===== config.mk =====
export PLATFORM = sky130hd
export DESIGN_NAME = mem_port_arbiter
export DESIGN_NICKNAME = d
export VERILOG_FILES = /design/src/rtl/mem_port_arbiter_pkg.sv /design/src/rtl/mem_port_arbiter.sv
export SDC_FILE = /design/constraint.sdc
export NUM_CORES = 1
export LEC_CHECK = 0
export ABC_AREA = 1
export CAP_MARGIN = 15
export CORE_MARGIN = 3
export CORE_UTILIZATION = 33
export DETAILED_ROUTE_END_ITERATION = 8
export PLACE_DENSITY_LB_ADDON = 0.15
export SLEW_MARGIN = 5
export SYNTH_ARGS = -nofsm -noshare
export SYNTH_HDL_FRONTEND = slang
export SYNTH_SLANG_ARGS = --single-unit

===== constraint.sdc =====
create_clock -name clk -period 1.4 [get_ports clk]
set_input_delay 0.21 -clock clk [delete_from_list [all_inputs] [get_ports clk]]
set_output_delay 0.21 -clock clk [all_outputs]
set_load 0.01 [all_outputs]

===== src/rtl/mem_port_arbiter_pkg.sv =====
// ============================================================================
// Module      : mem_port_arbiter_pkg
// Description : Shared types for the core memory-port arbiter.
// Revision    : 1.0 - initial release
// ============================================================================
`default_nettype none

package mem_port_arbiter_pkg;

    typedef enum logic [1:0] {
        IDLE      = 2'd0,
        SERVE_IF  = 2'd1,
        SERVE_LSU = 2'd2,
        DRAIN     = 2'd3
    } arb_state_t;

    typedef enum logic {
        SRC_IF  = 1'b0,
        SRC_LSU = 1'b1
    } src_t;

endpackage

`default_nettype wire


===== src/rtl/mem_port_arbiter.sv =====
// ============================================================================
// Module      : mem_port_arbiter
// Description : Single-outstanding arbiter sharing the memory port between
//               instruction fetch and the load/store unit.
// Revision    : 1.0 - initial release
// ============================================================================
`default_nettype none

module mem_port_arbiter
    import mem_port_arbiter_pkg::*;
#(
    parameter int BITSIZE      = 32,
    parameter int STARVE_LIMIT = 4
) (
    input  logic               clk,
    input  logic               resetn_i,
    input  logic               branch_taken_i,
    input  logic [BITSIZE-1:0] IF_addr_i,
    input  logic               IF_read_i,
    output logic [31:0]        IF_data_o,
    output logic               IF_valid_o,
    input  logic [BITSIZE-1:0] LSU_addr_i,
    input  logic [31:0]        LSU_wdata_i,
    input  logic [3:0]         LSU_be_i,
    input  logic               LSU_read_i,
    input  logic               LSU_write_i,
    output logic [31:0]        LSU_data_o,
    output logic               LSU_valid_o,
    output logic [BITSIZE-1:0] MEM_addr_o,
    output logic [31:0]        MEM_wdata_o,
    output logic [3:0]         MEM_be_o,
    output logic               MEM_read_o,
    output logic               MEM_write_o,
    input  logic [31:0]        MEM_data_i,
    input  logic               MEM_valid_i
);

    localparam logic [3:0] C_STARVE_LIMIT = 4'(STARVE_LIMIT);

    arb_state_t state;
    logic [3:0] starve_cnt;

    logic       lsu_req;
    logic       if_req;
    logic       grant_valid;
    src_t       grant_src;

    // A fetch that is being flushed this cycle is not worth starting.
    assign lsu_req = LSU_read_i | LSU_write_i;
    assign if_req  = IF_read_i & ~branch_taken_i;

    always_comb begin
        grant_valid = 1'b0;
        grant_src   = SRC_LSU;
        if (if_req && (!lsu_req || starve_cnt == C_STARVE_LIMIT)) begin
            grant_valid = 1'b1;
            grant_src   = SRC_IF;
        end else if (lsu_req) begin
            grant_valid = 1'b1;
            grant_src   = SRC_LSU;
        end
    end

    assign IF_valid_o  = (state == SERVE_IF) & MEM_valid_i & ~branch_taken_i;
    assign LSU_valid_o = (state == SERVE_LSU) & MEM_valid_i;
    assign IF_data_o   = MEM_data_i;
    assign LSU_data_o  = MEM_data_i;

    always_ff @(posedge clk or negedge resetn_i) begin
        if (!resetn_i) begin
            state       <= IDLE;
            starve_cnt  <= 4'd0;
            MEM_read_o  <= 1'b0;
            MEM_write_o <= 1'b0;
            MEM_addr_o  <= '0;
            MEM_wdata_o <= 32'd0;
            MEM_be_o    <= 4'd0;
        end else begin
            case (state)
                IDLE: begin
                    if (grant_valid && grant_src == SRC_IF) begin
                        state       <= SERVE_IF;
                        MEM_addr_o  <= IF_addr_i;
                        MEM_be_o    <= 4'hF;
                        MEM_read_o  <= 1'b1;
                        MEM_write_o <= 1'b0;
                        starve_cnt  <= 4'd0;
                    end else if (grant_valid) begin
                        state       <= SERVE_LSU;
                        MEM_addr_o  <= LSU_addr_i;
                        MEM_wdata_o <= LSU_wdata_i;
                        MEM_be_o    <= LSU_be_i;
                        // A simultaneous read+write request is treated as a write.
                        MEM_write_o <= LSU_write_i;
                        MEM_read_o  <= LSU_read_i & ~LSU_write_i;
                        if (!IF_read_i)
                            starve_cnt <= 4'd0;
                        else if (starve_cnt < C_STARVE_LIMIT)
                            starve_cnt <= starve_cnt + 4'd1;
                    end else if (!IF_read_i) begin
                        starve_cnt <= 4'd0;
                    end
                end
                SERVE_IF: begin
                    if (MEM_valid_i) begin
                        state      <= IDLE;
                        MEM_read_o <= 1'b0;
                    end else if (branch_taken_i) begin
                        state <= DRAIN;
                    end
                end
                SERVE_LSU: begin
                    if (MEM_valid_i) begin
                        state       <= IDLE;
                        MEM_read_o  <= 1'b0;
                        MEM_write_o <= 1'b0;
                    end
                end
                DRAIN: begin
                    // Keep the read strobe up so the memory can retire the killed fetch.
                    if (MEM_valid_i) begin
                        state      <= IDLE;
                        MEM_read_o <= 1'b0;
                    end
                end
                default: begin
                    state       <= IDLE;
                    MEM_read_o  <= 1'b0;
                    MEM_write_o <= 1'b0;
                end
            endcase
        end
    end

endmodule

`default_nettype wire


[Yosys cells after proc, flatten, opt, wreduce, memory -nomap -nowiden]
Cells that the tools add are included.
Word-level totals
  flip-flop bits (word level): 76
  input bits: 139
  output and inout bits: 136
Operators by class
  add/subtract/negate cells: 1
  order comparisons: 1
  equality and inequality tests: 11
  mux-type cells: 24
  bitwise gates (word level): 9
  reductions and logical operators: 15
Operators with widths (count)
  32-bit two-way mux: 2
  4-bit two-way mux: 7
  3-bit AND reduction: 4
  2-bit two-way mux: 5
  1-bit two-way mux: 7
  3-bit by 1-bit != test with 1-bit output (second input constant): 2
  3-bit != test (second input constant): 2
  2-bit one-hot mux with 3 select lines: 1
  1-bit bitwise AND: 5
  4-bit by 1-bit adder with 4-bit output (second input constant): 1
  2-bit == test (second input constant): 2
  4-bit by 3-bit == test with 1-bit output (second input constant): 1
  4-bit by 3-bit < comparator with 1-bit output (second input constant): 1
  2-bit by 1-bit != test with 1-bit output (second input constant): 2
  1-bit one-hot mux with 2 select lines: 2
  2-bit AND reduction: 2
  2-bit nonzero test: 2
  1-bit inverter: 3
  3-bit OR reduction: 1
  2-bit by 1-bit == test with 1-bit output (second input constant): 1
  1-bit logical AND: 2
  2-bit logical NOT: 1
  2-bit != test (second input constant): 1
  2-bit OR reduction: 1
  3 further kinds: 3

[Depth between registers and ports, before layout]
  depth in word-level cells: 8
  mapped depth: 10
  depth with buffers taken out: 9

[Worst setup path before layout]
Ideal clock, no wire load.
  kind: register to register
  start point: register starve_cnt[0]
  end point: register MEM_read_o
  arrival time: 1236 ps
  required time: 1281 ps
  setup slack: 46 ps
  stages on the path, launching flop included: 9
  buffers on the path: 1
  period minus slack after synthesis: 1354 ps
  cells stage by stage: dfrtp_1 -> inv_1 -> ha_1 -> nand3_1 -> nand2_2 -> nand2_4 -> buf_2 -> nand3_1 -> o21a_1
On the way
  word-level cells in the longest chain between the ends: 7
Ends and longest elaborated chain
  start, declared: line mem_port_arbiter.sv:41  | logic [3:0] starve_cnt;
  start signal, assigned: line mem_port_arbiter.sv:99  | starve_cnt <= starve_cnt + 4'd1;
  4-bit by 3-bit == test with 1-bit output *: line mem_port_arbiter.sv:55  | if (if_req && (!lsu_req || starve_cnt == C_STARVE_LIMIT)) begin
  1-bit logical OR *: line mem_port_arbiter.sv:55
  1-bit logical AND *: line mem_port_arbiter.sv:55
  1-bit two-way mux: line mem_port_arbiter.sv:55
  1-bit logical AND: line mem_port_arbiter.sv:81  | if (grant_valid && grant_src == SRC_IF) begin
  1-bit two-way mux or 3-bit != test (tied branches)
  1-bit one-hot mux with 2 select lines or 2-bit AND reduction (tied branches)
  end signal, assigned: line mem_port_arbiter.sv:95  | MEM_read_o <= LSU_read_i & ~LSU_write_i;
  end, declared: line mem_port_arbiter.sv:32  | output logic MEM_read_o,
Mark *: on every way between the ends. The rest lies on a longest branch, timed or not.
A chain may end at the register's enable or synchronous reset.

[Worst setup path after layout]
  start point: register starve_cnt[0]
  end point: register MEM_addr_o[3]
On the way
  word-level cells in the longest chain between the ends: 7
Ends and longest elaborated chain
  4-bit by 3-bit == test with 1-bit output *: line mem_port_arbiter.sv:55
  1-bit logical OR *: line mem_port_arbiter.sv:55
  1-bit logical AND *: line mem_port_arbiter.sv:55
  1-bit two-way mux: line mem_port_arbiter.sv:55
  1-bit logical AND: line mem_port_arbiter.sv:81
  2-bit nonzero test (no source line)
  2-bit AND reduction (no source line)
  end signal, assigned: line mem_port_arbiter.sv:83  | MEM_addr_o <= IF_addr_i;
  end signal, assigned: line mem_port_arbiter.sv:90  | MEM_addr_o <= LSU_addr_i;
  end, declared: line mem_port_arbiter.sv:29  | output logic [BITSIZE-1:0] MEM_addr_o,
Marks and branches as above.

==> metrics.md <==
| Metric | Value |
|---|---|
| Final setup fails | 60 |
| Die span in x | 120 um |
| GPL Wtd Cong | 0.851 |
| CP max stage delay | 0.39 ns |
| Pins over their slew limit | 0 |
| DR WL/cell | 14.5 um |
| Via/cell ratio | 4.64 |
| Ports | 275 |
| H-Tree Depth | 3 |
| Root Driver | clkbuf_16 |
| Max cap viols | 0 |
| Detailed Route Iter0 Violations | 199 |
| CP delay by family, top | simple AND/OR/NAND/NOR gates |
| Via count | 3929 |
| CP required | 1.62 ns |
| PortBufs | 178 |
| Crit path cell chain | inv_2 -> ha_4 -> nand3_4 -> nand2_8 -> nand2_8 -> clkbuf_16 -> nand2_1 -> nand2_1 -> nand2_1 -> nand2_1 |
| Final Hold Viols | 0 |
| Core footprint | 12300 um^2 |
| Clock Tree Buf Depth | 2 |
| Crit path buf inv count | 2 |
| Fmax | 684 MHz |
| Initial antenna violation count | 0 |
| Most common library cells after synthesis | nand2_1, dfrtp_1, buf_4, nand3_1, nand4_1 |
| Post-route setup TNS | -1.59 ns |
| Tcrit/Tclk final | 104% |
| Slew HR | 78.7% |
| Final nets | 814 |
| Number of global-route vias before repair | 3871 |
| Synthesized area | 4250 um^2 |
| Die Footprint | 14300 um^2 |
| Final instance area | 6590 um^2 |
| Post-synth top area share | 44.7% |
| Gr ovfl total | 0 |
| Post-route ant nets | 0 |
| Worst-path clk slew | 0.06 ns |
| Final core utilization | 53.5% |
| Initial Utilization | 34.6% |
| First-pass DRT Iterations | 4 |
| Area grow syn2layout | 54.9% |
| Post-DP HPWL | 8.35 mm |
| CP Launch Type | register |
| Post-synth top flop | dfrtp_1 |
| Most common cell in the netlist | nand2_1 |
| Pwr dens | 1820 nW/um^2 |
| Ys Warns | 0 |
| Worst vdd ir | 0.672 mV |
| FF+latch count, synth | 76 |
| Register area share after synthesis | 44.7% |
| Placement Cell Area | 5890 um^2 |
| Post-Syn Nets | 682 |
| Largest net degree at the start of global routing | 41 |
| Global-route wire length before repair | 19.3 mm |
| CP Capture Type | register |
| Clock skew | 0.00676 ns |
| Fill count | 1182 |
| Fin Hold WS | 0.319 ns |
| Height of the die | 120 um |
| CTS buffer count | 9 |
| DP Cell Count | 820 |
| Crit-path slowest cell | dfrtp_1 |
| Cell mode on critical path | nand2_1 |
| N_diodes | 0 |
| Layout Cells excl Fill | 846 |
| Synth area leaders | dfrtp_1, nand2_1, buf_4 |
| Setup WS post-layout | -0.0617 ns |
| Fraction of registers with async set/reset | 100% |
| FP Rows | 40 |
| Worst-Skew Late Latency | 0.33 ns |
| Status | finished, violations left |
| Fin crit period | 1.46 ns |
| Layout cells sized above 1 | 18.1% |
| Register Area | 1900 um^2 |
| Syn Inst Count | 541 |
| Max FO, Critical Path | 15 |
| Yosys cell types | 23 |
| Failing checks | setup timing |
| Slew @ Worst Pin | 0.319 ns |
| RSZ-0062 raised after global routing | true |
| Synth Area per Inst | 7.86 um^2 |
| CTS tree | built |
| Number of enable flip-flop cells after synthesis | 0 |
| Min-delay worst type | input port to asynchronous set/reset pin |
| Leakage power total | 3.32 nW |
| Cell taking the most area after synthesis | dfrtp_1 |
| Final wirelength | 12.3 mm |
| Global Route Usage Sum | 16.7% |
| WS Path Type | register to register |
| Clock sink count | 76 |
| Critical Path AT | 1.68 ns |
| DRC Markers | 0 |
| Area of the multi-input gates | 1850 um^2 |
repair_timing:
item	4_1_cts	5_1_grt
hold endpoints to repair	18	0
gates cloned	2	2
pin swaps	2	14
hold buffers	1	0
setup buffers	5	2
endpoints found under the setup margin	131	78
gates resized for setup	97	67
layer usage:
layer,part of all wire (%),track usage [%]
met2,44,25.4
met4,1.7,6.23
met3,8.4,5.56
met1,45,22.1
met5,0,0
report_power, final:
group	internal, W	switching [W]
Sequential	0.00324	0.000553
Clock	0.00161	0.000850
Combinational	0.00271	0.00303
flip-flops by register name, indices dropped and copies added (netlist names):
name / flops
MEM_addr_o: 32
MEM_read_o: 1
MEM_wdata_o: 32
starve_cnt: 4
MEM_be_o: 4
MEM_write_o: 1
state: 2
cell families (layout without fill, tap and decap cells):
logic type | Yosys count | in the layout | synth area share (%)
and+or+nand+nor | 333 | 333 | 35.5
buffers and inverters | 122 | 259 | 18.1
DFF | 76 | 76 | 44.7
AOI/OAI and AO/OA | 8 | 8 | 1.06
adders and majority gates | 2 | 2 | 0.588
final cells by class:
type                       count  share of cell area [%]
clock buffer                  12                    3.74
clock inverter                 4                    1.10
inverter                      28                    1.61
multi-input combinational    343                    28.0
sequential                    76                    28.9
tap                          168                    3.19
timing repair buffer         215                    33.5
per-stage QoR:
step	total power [W]	worst slack (ns)
floorplan	0.00671	0.0457
global placement	0.00973	-0.323
detailed placement	0.00979	-0.347
CTS	0.0119	-0.0364
global route	0.0129	-0.131
finish	0.0120	-0.0617
path summary, 6_finish.rpt:
check / start / to / slack (ns) / depth (start not counted)
worst max-delay path: starve_cnt[0] / MEM_addr_o[3] / -0.06 / 10
worst min-delay path: resetn_i / MEM_wdata_o[6] / 0.32 / 2
worst max register to register: starve_cnt[0] / MEM_addr_o[3] / -0.06 / 10
worst min register to register: MEM_wdata_o[14] / MEM_wdata_o[14] / 0.47 / 2
max in group asynchronous: resetn_i / MEM_addr_o[13] / 0.55 / 3
min in group clk: MEM_data_i[26] / IF_data_o[26] / 0.42 / 0
layout by cell type, fill, tap and decap left out, types with 2 or more instances in the layout:
cell type and instances:
nand2_1 178, clkdlybuf4s50_1 105, dfrtp_1 76, dlygate4sd2_1 70, nand4_1 35, nand3_1 32
nand2_2 32, inv_1 22, buf_4 17, nor2_1 13, nand3b_1 13, clkbuf_16 11
nand2_4 9, buf_12 9, nand3_2 7, inv_2 5, nand3_4 4, buf_6 4
nor2_4 3, nand2_8 3, a21oi_1 3, nor2_2 3, clkinv_2 2, o21a_1 2
o21ai_0 2, bufinv_16 2, clkbuf_1 2, buf_16 2, buf_2 2, buf_8 2
No activity file was read; power rests on OpenSTA's default activity.
